### src/rtl/index_decoder_scoreboard_pkg.sv
// Shared types for the index decoder scoreboard (default 16-slot configuration).
// Optional occupancy counter is enabled by defining INDEX_DECODER_SCOREBOARD_COUNT_EN.
package index_decoder_scoreboard_pkg;

    localparam int NUM_WIRE_DEF = 16;
    localparam int IDX_W_DEF    = $clog2(NUM_WIRE_DEF);

    typedef logic [NUM_WIRE_DEF-1:0] mask_t;
    typedef logic [IDX_W_DEF-1:0]    index_t;

endpackage

### src/rtl/index_decoder_scoreboard_if.sv
// Request/status bundle of the scoreboard; count_o exists only with INDEX_DECODER_SCOREBOARD_COUNT_EN.
interface index_decoder_scoreboard_if #(
    parameter int NUM_WIRE = 16
);
    localparam int IDX_W = $clog2(NUM_WIRE);

    logic                flush_i;
    logic                set_valid_i;
    logic [IDX_W-1:0]    set_index_i;
    logic                clear_valid_i;
    logic [IDX_W-1:0]    clear_index_i;
    logic [NUM_WIRE-1:0] wire_o;
    logic                empty_o;
    logic                full_o;
    logic                error_o;
`ifdef INDEX_DECODER_SCOREBOARD_COUNT_EN
    logic [IDX_W:0]      count_o;
`endif

    modport master (
        output flush_i, set_valid_i, set_index_i, clear_valid_i, clear_index_i,
`ifdef INDEX_DECODER_SCOREBOARD_COUNT_EN
        input  count_o,
`endif
        input  wire_o, empty_o, full_o, error_o
    );

    modport slave (
        input  flush_i, set_valid_i, set_index_i, clear_valid_i, clear_index_i,
`ifdef INDEX_DECODER_SCOREBOARD_COUNT_EN
        output count_o,
`endif
        output wire_o, empty_o, full_o, error_o
    );

endinterface

### src/rtl/index_decoder_scoreboard_onehot_decoder.sv
// Combinational index-to-one-hot decoder; flags indices beyond the tracked range.
module onehot_decoder #(
    parameter int NUM_WIRE = 16
) (
    input  logic [$clog2(NUM_WIRE)-1:0] index_i,
    input  logic                        valid_i,
    output logic [NUM_WIRE-1:0]         onehot_o,
    output logic                        out_of_range_o
);
    localparam int IDX_W = $clog2(NUM_WIRE);

    always_comb begin
        onehot_o = '0;
        for (int i = 0; i < NUM_WIRE; i++) begin
            onehot_o[i] = valid_i && (index_i == IDX_W'(i));
        end
    end

    // Widened by one bit so NUM_WIRE itself is representable when it is a power of two.
    assign out_of_range_o = valid_i && ({1'b0, index_i} >= (IDX_W+1)'(NUM_WIRE));

endmodule

### src/rtl/index_decoder_scoreboard.sv
// Occupancy scoreboard: index-addressed set/clear into a registered one-hot vector with sticky misuse flag.
// Define INDEX_DECODER_SCOREBOARD_COUNT_EN to add the incremental popcount output count_o.
module index_decoder_scoreboard
    import index_decoder_scoreboard_pkg::*;
#(
    parameter int NUM_WIRE = NUM_WIRE_DEF
) (
    input  logic                       clk_i,
    input  logic                       arst_i,
    index_decoder_scoreboard_if.slave  bus
);
    localparam int IDX_W = $clog2(NUM_WIRE);

    logic [NUM_WIRE-1:0] set_mask, clr_mask;
    logic                set_oor, clr_oor;
    logic [NUM_WIRE-1:0] wire_q, wire_d;
    logic                empty_q, empty_d;
    logic                full_q, full_d;
    logic                error_q, error_d;
    logic                set_hit, clr_hit, same_idx, set_was, clr_was, misuse;

    onehot_decoder #(.NUM_WIRE(NUM_WIRE)) set_dec (
        .index_i        (bus.set_index_i),
        .valid_i        (bus.set_valid_i),
        .onehot_o       (set_mask),
        .out_of_range_o (set_oor)
    );

    onehot_decoder #(.NUM_WIRE(NUM_WIRE)) clr_dec (
        .index_i        (bus.clear_index_i),
        .valid_i        (bus.clear_valid_i),
        .onehot_o       (clr_mask),
        .out_of_range_o (clr_oor)
    );

    assign set_hit  = |set_mask;
    assign clr_hit  = |clr_mask;
    assign same_idx = set_hit && clr_hit && (bus.set_index_i == bus.clear_index_i);
    assign set_was  = |(set_mask & wire_q);
    assign clr_was  = |(clr_mask & wire_q);

    // A same-index set+clear on a 0 bit still fails the clear check, since set wins only for the update.
    assign misuse = (set_hit && set_was && !same_idx) || (clr_hit && !clr_was) || set_oor || clr_oor;

    always_comb begin
        wire_d  = wire_q;
        error_d = error_q;
        if (bus.flush_i) begin
            wire_d  = '0;
            error_d = 1'b0;
        end else begin
            wire_d  = (wire_q & ~clr_mask) | set_mask;
            error_d = error_q | misuse;
        end
        empty_d = (wire_d == '0);
        full_d  = &wire_d;
    end

`ifdef INDEX_DECODER_SCOREBOARD_COUNT_EN
    logic [IDX_W:0] count_q, count_d;
    logic           cnt_inc, cnt_dec;

    // The same-index set+clear on a 1 bit leaves it set, so neither side moves the count.
    assign cnt_inc = set_hit && !set_was;
    assign cnt_dec = clr_hit && clr_was && !same_idx;

    always_comb begin
        count_d = count_q;
        if (bus.flush_i) begin
            count_d = '0;
        end else begin
            count_d = count_q + (IDX_W+1)'(cnt_inc) - (IDX_W+1)'(cnt_dec);
        end
    end

    assign bus.count_o = count_q;
`endif

    always_ff @(posedge clk_i or posedge arst_i) begin
        if (arst_i) begin
            wire_q  <= '0;
            empty_q <= 1'b1;
            full_q  <= 1'b0;
            error_q <= 1'b0;
`ifdef INDEX_DECODER_SCOREBOARD_COUNT_EN
            count_q <= '0;
`endif
        end else begin
            wire_q  <= wire_d;
            empty_q <= empty_d;
            full_q  <= full_d;
            error_q <= error_d;
`ifdef INDEX_DECODER_SCOREBOARD_COUNT_EN
            count_q <= count_d;
`endif
        end
    end

    assign bus.wire_o  = wire_q;
    assign bus.empty_o = empty_q;
    assign bus.full_o  = full_q;
    assign bus.error_o = error_q;

endmodule
### src/flat_wrapper.sv
// flat-port wrapper written by rule: the top's interface ports become plain ports
module index_decoder_scoreboard_flat import index_decoder_scoreboard_pkg::*;
#(
    parameter int NUM_WIRE = NUM_WIRE_DEF
)
  (clk_i, arst_i, bus_flush_i, bus_set_valid_i, bus_set_index_i, bus_clear_valid_i, bus_clear_index_i, bus_wire_o, bus_empty_o, bus_full_o, bus_error_o);
  index_decoder_scoreboard_if #(.NUM_WIRE(NUM_WIRE)) bus_i ();
  input  logic clk_i;
  input  logic arst_i;
  input wire logic [$bits(bus_i.flush_i)-1:0] bus_flush_i;
  input wire logic [$bits(bus_i.set_valid_i)-1:0] bus_set_valid_i;
  input wire logic [$bits(bus_i.set_index_i)-1:0] bus_set_index_i;
  input wire logic [$bits(bus_i.clear_valid_i)-1:0] bus_clear_valid_i;
  input wire logic [$bits(bus_i.clear_index_i)-1:0] bus_clear_index_i;
  output wire logic [$bits(bus_i.wire_o)-1:0] bus_wire_o;
  output wire logic [$bits(bus_i.empty_o)-1:0] bus_empty_o;
  output wire logic [$bits(bus_i.full_o)-1:0] bus_full_o;
  output wire logic [$bits(bus_i.error_o)-1:0] bus_error_o;
  assign bus_i.flush_i = bus_flush_i;
  assign bus_i.set_valid_i = bus_set_valid_i;
  assign bus_i.set_index_i = bus_set_index_i;
  assign bus_i.clear_valid_i = bus_clear_valid_i;
  assign bus_i.clear_index_i = bus_clear_index_i;
  assign bus_wire_o = bus_i.wire_o;
  assign bus_empty_o = bus_i.empty_o;
  assign bus_full_o = bus_i.full_o;
  assign bus_error_o = bus_i.error_o;
  index_decoder_scoreboard #(.NUM_WIRE(NUM_WIRE)) u_core (.clk_i(clk_i), .arst_i(arst_i), .bus(bus_i));
endmodule
### config.mk
export PLATFORM = sky130hd
export DESIGN_NAME = index_decoder_scoreboard_flat
export DESIGN_NICKNAME = d
export VERILOG_FILES = /design/src/rtl/index_decoder_scoreboard_pkg.sv /design/src/rtl/index_decoder_scoreboard_if.sv /design/src/rtl/index_decoder_scoreboard_onehot_decoder.sv /design/src/rtl/index_decoder_scoreboard.sv /design/src/flat_wrapper.sv
export SDC_FILE = /design/constraint.sdc
export NUM_CORES = 1
export LEC_CHECK = 0
export CORE_ASPECT_RATIO = 0.6
export CORE_MARGIN = 3
export CORE_UTILIZATION = 46
export DETAILED_ROUTE_END_ITERATION = 6
export PLACE_DENSITY = 0.76
export SLEW_MARGIN = 20
export SYNTH_ARGS = -nofsm -noshare
export SYNTH_HDL_FRONTEND = slang
export SYNTH_SLANG_ARGS = --single-unit
export TNS_END_PERCENT = 50
### constraint.sdc
create_clock -name clk_i -period 1.4 [get_ports clk_i]
set_input_delay 0.28 -clock clk_i [delete_from_list [all_inputs] [get_ports clk_i]]
set_output_delay 0.28 -clock clk_i [all_outputs]
set_load 0.1 [all_outputs]
==> impl_results.md, run 1 <==
* Cell type with the highest aggregate area in the netlist: sky130_fd_sc_hd__dfrtp_1
* Synthesized area per cell at 8.06 um^2
* Share of flip-flops with an asynchronous set or reset at 100%
* Cts bufs inserted at 3
* Ys flop type: sky130_fd_sc_hd__dfrtp_1
* Mapped Area at 1480 um^2
* Die H at 50.0 um
* Number of setup buffers added after CTS at 12
* Sink Count at 19
* Maximum buffer depth of the clock tree at 2
* Net count after synthesis at 197
* Status: stopped before the end
* Die span in x at 79.3 um
* Initial Utilization at 50.0%
* Hold-fix buffers, CTS at 0
* Number of synthesized flops with an enable pin at 0
* CTS HTree Levels at 1
* Post-placement worst setup slack at -870 ps
* Number of warning messages in the yosys log at 0
* I/O Buffers at 31
* Count of state elements after synthesis at 19
* Halt Stage: 4_1_cts
* Top cell type's share of synthesized area at 30.4%
* Count of pins on the block boundary at 32
* Biggest area contributors in the synthesized netlist: sky130_fd_sc_hd__dfrtp_1 (30%), sky130_fd_sc_hd__a21oi_1 (6.4%), sky130_fd_sc_hd__nand2_1 (6.3%)
* Number of resized instances in the post-cts repair step at 84
* Number of placement rows at 15
* Routability congestion estimate at 1.10
* Cell chosen for the clock root: sky130_fd_sc_hd__clkbuf_8
* Post-DP HPWL at 5.09 mm
* Most frequent cells after synthesis: sky130_fd_sc_hd__nand2_1 (25), sky130_fd_sc_hd__a21oi_1 (19), sky130_fd_sc_hd__dfrtp_1 (18)
* Top-count cell post-synth: sky130_fd_sc_hd__nand2_1
* Proportion of synthesized chip area in sequential cells at 32.2%
* Cell count after synthesis at 184
* Number of distinct library cells after synthesis at 48
* First logged error message: [ERROR DPL-0033] detailed placement checks failed during check placement.
cell families after synthesis:
| family | share of synthesized area [%] |
|---|---|
| AO/OA/AOI/OAI | 25.7 |
| XOR/XNOR | 2.36 |
| buffers and inverters | 5.32 |
| flip-flops | 32.2 |
| multiplexers | 6.41 |
| AND/OR/NAND/NOR | 28.1 |
stage by stage:
| stage | instance area [um^2] | instances |
|---|---|---|
| after global placement | 2580 | 320 |
| after detailed placement | 2580 | 320 |
| after floorplan | 1530 | 184 |
==> run 2, diff against run 1 <==
- CORE_ASPECT_RATIO: 0.6 -> unset
- CORE_UTILIZATION: 46 -> 33
- PLACE_DENSITY: 0.76 -> unset
- PLACE_DENSITY_LB_ADDON: unset -> 0.15
- clock period: 1.4 -> 1.82 ns (I/O delays scaled with it)
==> impl_results.md, run 2 <==
* Status: finished clean
* Net count, final at 284
* Maximum fanout count along the critical path at 9
* First-pass detailed-route iteration total at 4
* Cell count after synthesis at 184 (unchanged)
* Die span in x at 73.0 um (-7.9%)
* Clock transition at the register clock pins on the worst setup and hold paths after CTS at 80 ps
* Initial Utilization at 35.5% (-14 points)
* Crit. End Element: flip-flop
* CP bufs+invs at 2
* Cell chosen for the clock root: sky130_fd_sc_hd__clkbuf_8
* Clock latency at the later pin of the worst-skew pair at 260 ps
* Cts bufs inserted at 3 (unchanged)
* Share of flip-flops with an asynchronous set or reset at 100% (unchanged)
* Most used cells in the layout excluding fill and tap cells: sky130_fd_sc_hd__buf_4 (62), sky130_fd_sc_hd__nand2_1 (25), sky130_fd_sc_hd__a21oi_1 (19), sky130_fd_sc_hd__buf_12 (19), sky130_fd_sc_hd__dfrtp_1 (12)
* Top-count cell post-synth: sky130_fd_sc_hd__nand2_1
* WP data arrival at 1870 ps
* Worst clock skew at 5.89 ps
* Most frequent cells after synthesis: sky130_fd_sc_hd__nand2_1 (25), sky130_fd_sc_hd__a21oi_1 (19), sky130_fd_sc_hd__dfrtp_1 (18)
* Maximum cell stage delay along the critical path at 380 ps
* Synthesized area per cell at 8.06 um^2 (unchanged)
* Number of flip-flops under the largest register name at 16
* Top cell type's share of synthesized area at 30.4% (unchanged)
* Depth of the most critical reg-to-reg path at 4
* Cell type with the highest aggregate area in the netlist: sky130_fd_sc_hd__dfrtp_1
* Grt ovf at 0
* Number of warning messages in the yosys log at 0 (unchanged)
* Count of pins on the block boundary at 32 (unchanged)
* I/O Buffers at 31 (unchanged)
* Maximum number of pins on one net before global-route repair at 12
* Detailed-route wire length per cell at 17.8 um
* Area occupied by registers at 484 um^2
* Max-cap violations at 0
* Max IR drop VDD at 0.368 mV
* Reg-to-Reg Start: u_core.bus.wire_o[7]$_DFF_PP0_
* Max-slew violation count at 0
* Global-route wire length before repair at 9.38 mm
* Total global-route track usage at 23.1%
* Vias in the first global route at 1781
* Number of DRC markers in iteration 0 at 173
* Number of distinct library cells after synthesis at 48 (unchanged)
* Post-route fraction of the period consumed by the critical path at 94.6%
* Ys flop type: sky130_fd_sc_hd__dfrtp_1
* Worst setup path class: input port to flip-flop
* CTS HTree Levels at 1 (unchanged)
* Type of element launching the critical path: input port
* Reg-to-reg slack, setup at 160 ps
* Proportion of synthesized chip area in sequential cells at 32.2% (unchanged)
* Sink Count at 19 (unchanged)
* Final Critical Period at 1720 ps
* Detailed-route DRC error count at 0
* Routability congestion estimate at 0.939 (-15%)
* Vias post-DR at 1781
* Total wirelength of the detailed-routed design at 5.68 mm
* Number of filler instances in the final layout at 374
* Layout area overhead at 70.3%
* Most common cell after layout, fill and taps aside: sky130_fd_sc_hd__buf_4
* Area of the core at 4170 um^2
* Number of placement rows at 23 (+8)
* Post-DP HPWL at 4.58 mm (-10%)
* Final setup violation count at 0
* Combined area of the multi-input logic cells at 947 um^2
* Least-Margin Pin Slew at 401 ps
* CTS tree: done
* Die area at 5330 um^2
* Number of failing hold endpoints at the final stage at 0
* Upper clock frequency limit at 581 MHz
* Kind of cell adding the most delay to the critical path: simple AND/OR/NAND/NOR gates
* Proportion of layout cells with a drive suffix above 1 at 40.4%
* Placed Cells incl. Taps at 314 (-1.9%)
* N_diodes at 0
* RSZ-0062 raised after global routing: false
* Mapped Area at 1480 um^2 (unchanged)
* Avg Vias per Cell at 5.57
* Sum of negative setup slack at 0 ps
* Reg-to-Reg End: u_core.bus.error_o$_DFF_PP0_
* Worst min-delay path category: input port to asynchronous set/reset pin
* Number of synthesized flops with an enable pin at 0 (unchanged)
* Slowest stage cell on the critical path: sky130_fd_sc_hd__dlygate4sd2_1
* Required time at the endpoint of the critical path at 1970 ps
* Net count after synthesis at 197 (unchanged)
* Antenna violations before repair at 0
* Final ANT Viol Nets at 0
* Biggest area contributors in the synthesized netlist: sky130_fd_sc_hd__dfrtp_1 (30%), sky130_fd_sc_hd__a21oi_1 (6.4%), sky130_fd_sc_hd__nand2_1 (6.3%)
* Leakage dissipation at 1.09 nW
* Maximum buffer depth of the clock tree at 2 (unchanged)
* Worst relative slew slack at 73.2%
* Count of state elements after synthesis at 19 (unchanged)
* PwrDens at 462 nW/um^2
* Die H at 73.0 um (+46%)
* List of cells traversed by the critical path: dlygate4sd2_1 -> nand3b_1 -> o21ai_0 -> buf_4 -> a21oi_1 -> o22ai_1 -> nor4_2
* Number of standard cells in the layout, taps in and fillers out at 320
## run 2: cell counts after synthesis
No cell type changed its count.
## run 2: routing by layer
layer | track usage [%] | vias to the layer above | share of wire (%)
li1 | - | 853 | -
met2 | 37.2 | 59 | 49
met3 | 2.62 | 9 | 6.7
met4 | 6.97 | 0 | 1.3
met5 | 0 | - | 0
met1 | 32.3 | 860 | 43
## run 2: where the power goes
group / switching (mW) / internal [mW]
Combinational: 0.235 / 0.174
Sequential: 0.0219 / 0.437
Clock: 0.147 / 0.152
## run 2: cell families after synthesis
logic type / count (synthesis) / synth area share (%)
buf+inv: 17 / 5.32
flops: 19 / 32.2
xor+xnor: 4 / 2.36
mux: 8 / 6.41
simple gates: 77 / 28.1
compound gates: 59 / 25.7
## run 2: cell type report
type	count	share of cell area, %
Clock buffer	3	1.64
Clock inverter	1	0.198
Inverter	5	0.743
Multi-Input combinational cell	148	37.5
Sequential cell	19	19.2
Tap cell	50	2.48
Timing Repair Buffer	94	38.3
## run 2: worst max-delay path by stage
stage                                   start                           end  slack, ps  depth (start not counted)
2_1_floorplan  u_core.bus.wire_o[3]$_DFF_PP0_   u_core.bus.full_o$_DFF_PP0_         -9                          4
3_5_place_dp             bus_clear_index_i[3]   u_core.bus.full_o$_DFF_PP0_       -470                          7
3_3_place_gp             bus_clear_index_i[3]   u_core.bus.full_o$_DFF_PP0_       -500                          7
6_report                 bus_clear_index_i[3]   u_core.bus.full_o$_DFF_PP0_        100                          7
5_1_grt                    bus_set_index_i[2]  u_core.bus.error_o$_DFF_PP0_         30                          8
4_1_cts                  bus_clear_index_i[3]   u_core.bus.full_o$_DFF_PP0_        140                          7
## run 2: metrics by stage
| step | hold WS (ps) | util [%] | setup WS [ps] | cell area, um^2 | power (mW) |
|---|---|---|---|---|---|
| floorplan | 314 | - | -9.08 | 1490 | 0.678 |
| global placement | 556 | 58.7 | -498 | 2450 | 0.873 |
| detailed placement | 564 | 58.7 | -466 | 2450 | 0.874 |
| CTS | 402 | 60.5 | 141 | 2520 | 1.17 |
| global route | 430 | 60.5 | 27.3 | 2520 | 1.23 |
| finish | 387 | 60.5 | 98.1 | 2520 | 1.17 |
## run 2: what timing repair did
item | in CTS | in global routing
hold buffers | 0 | 0
pin swaps | 2 | 0
endpoints found under the setup margin | 3 | 1
gates resized for setup | 18 | 1
setup buffers | 2 | 0
Power figures use the tool's default switching activity.
==> run 3, diff against run 2 <==
- HOLD_SLACK_MARGIN: unset -> 0.1
==> results of run 3 <==
No change in the layout: final DEF, timing and power equal those of run 2.
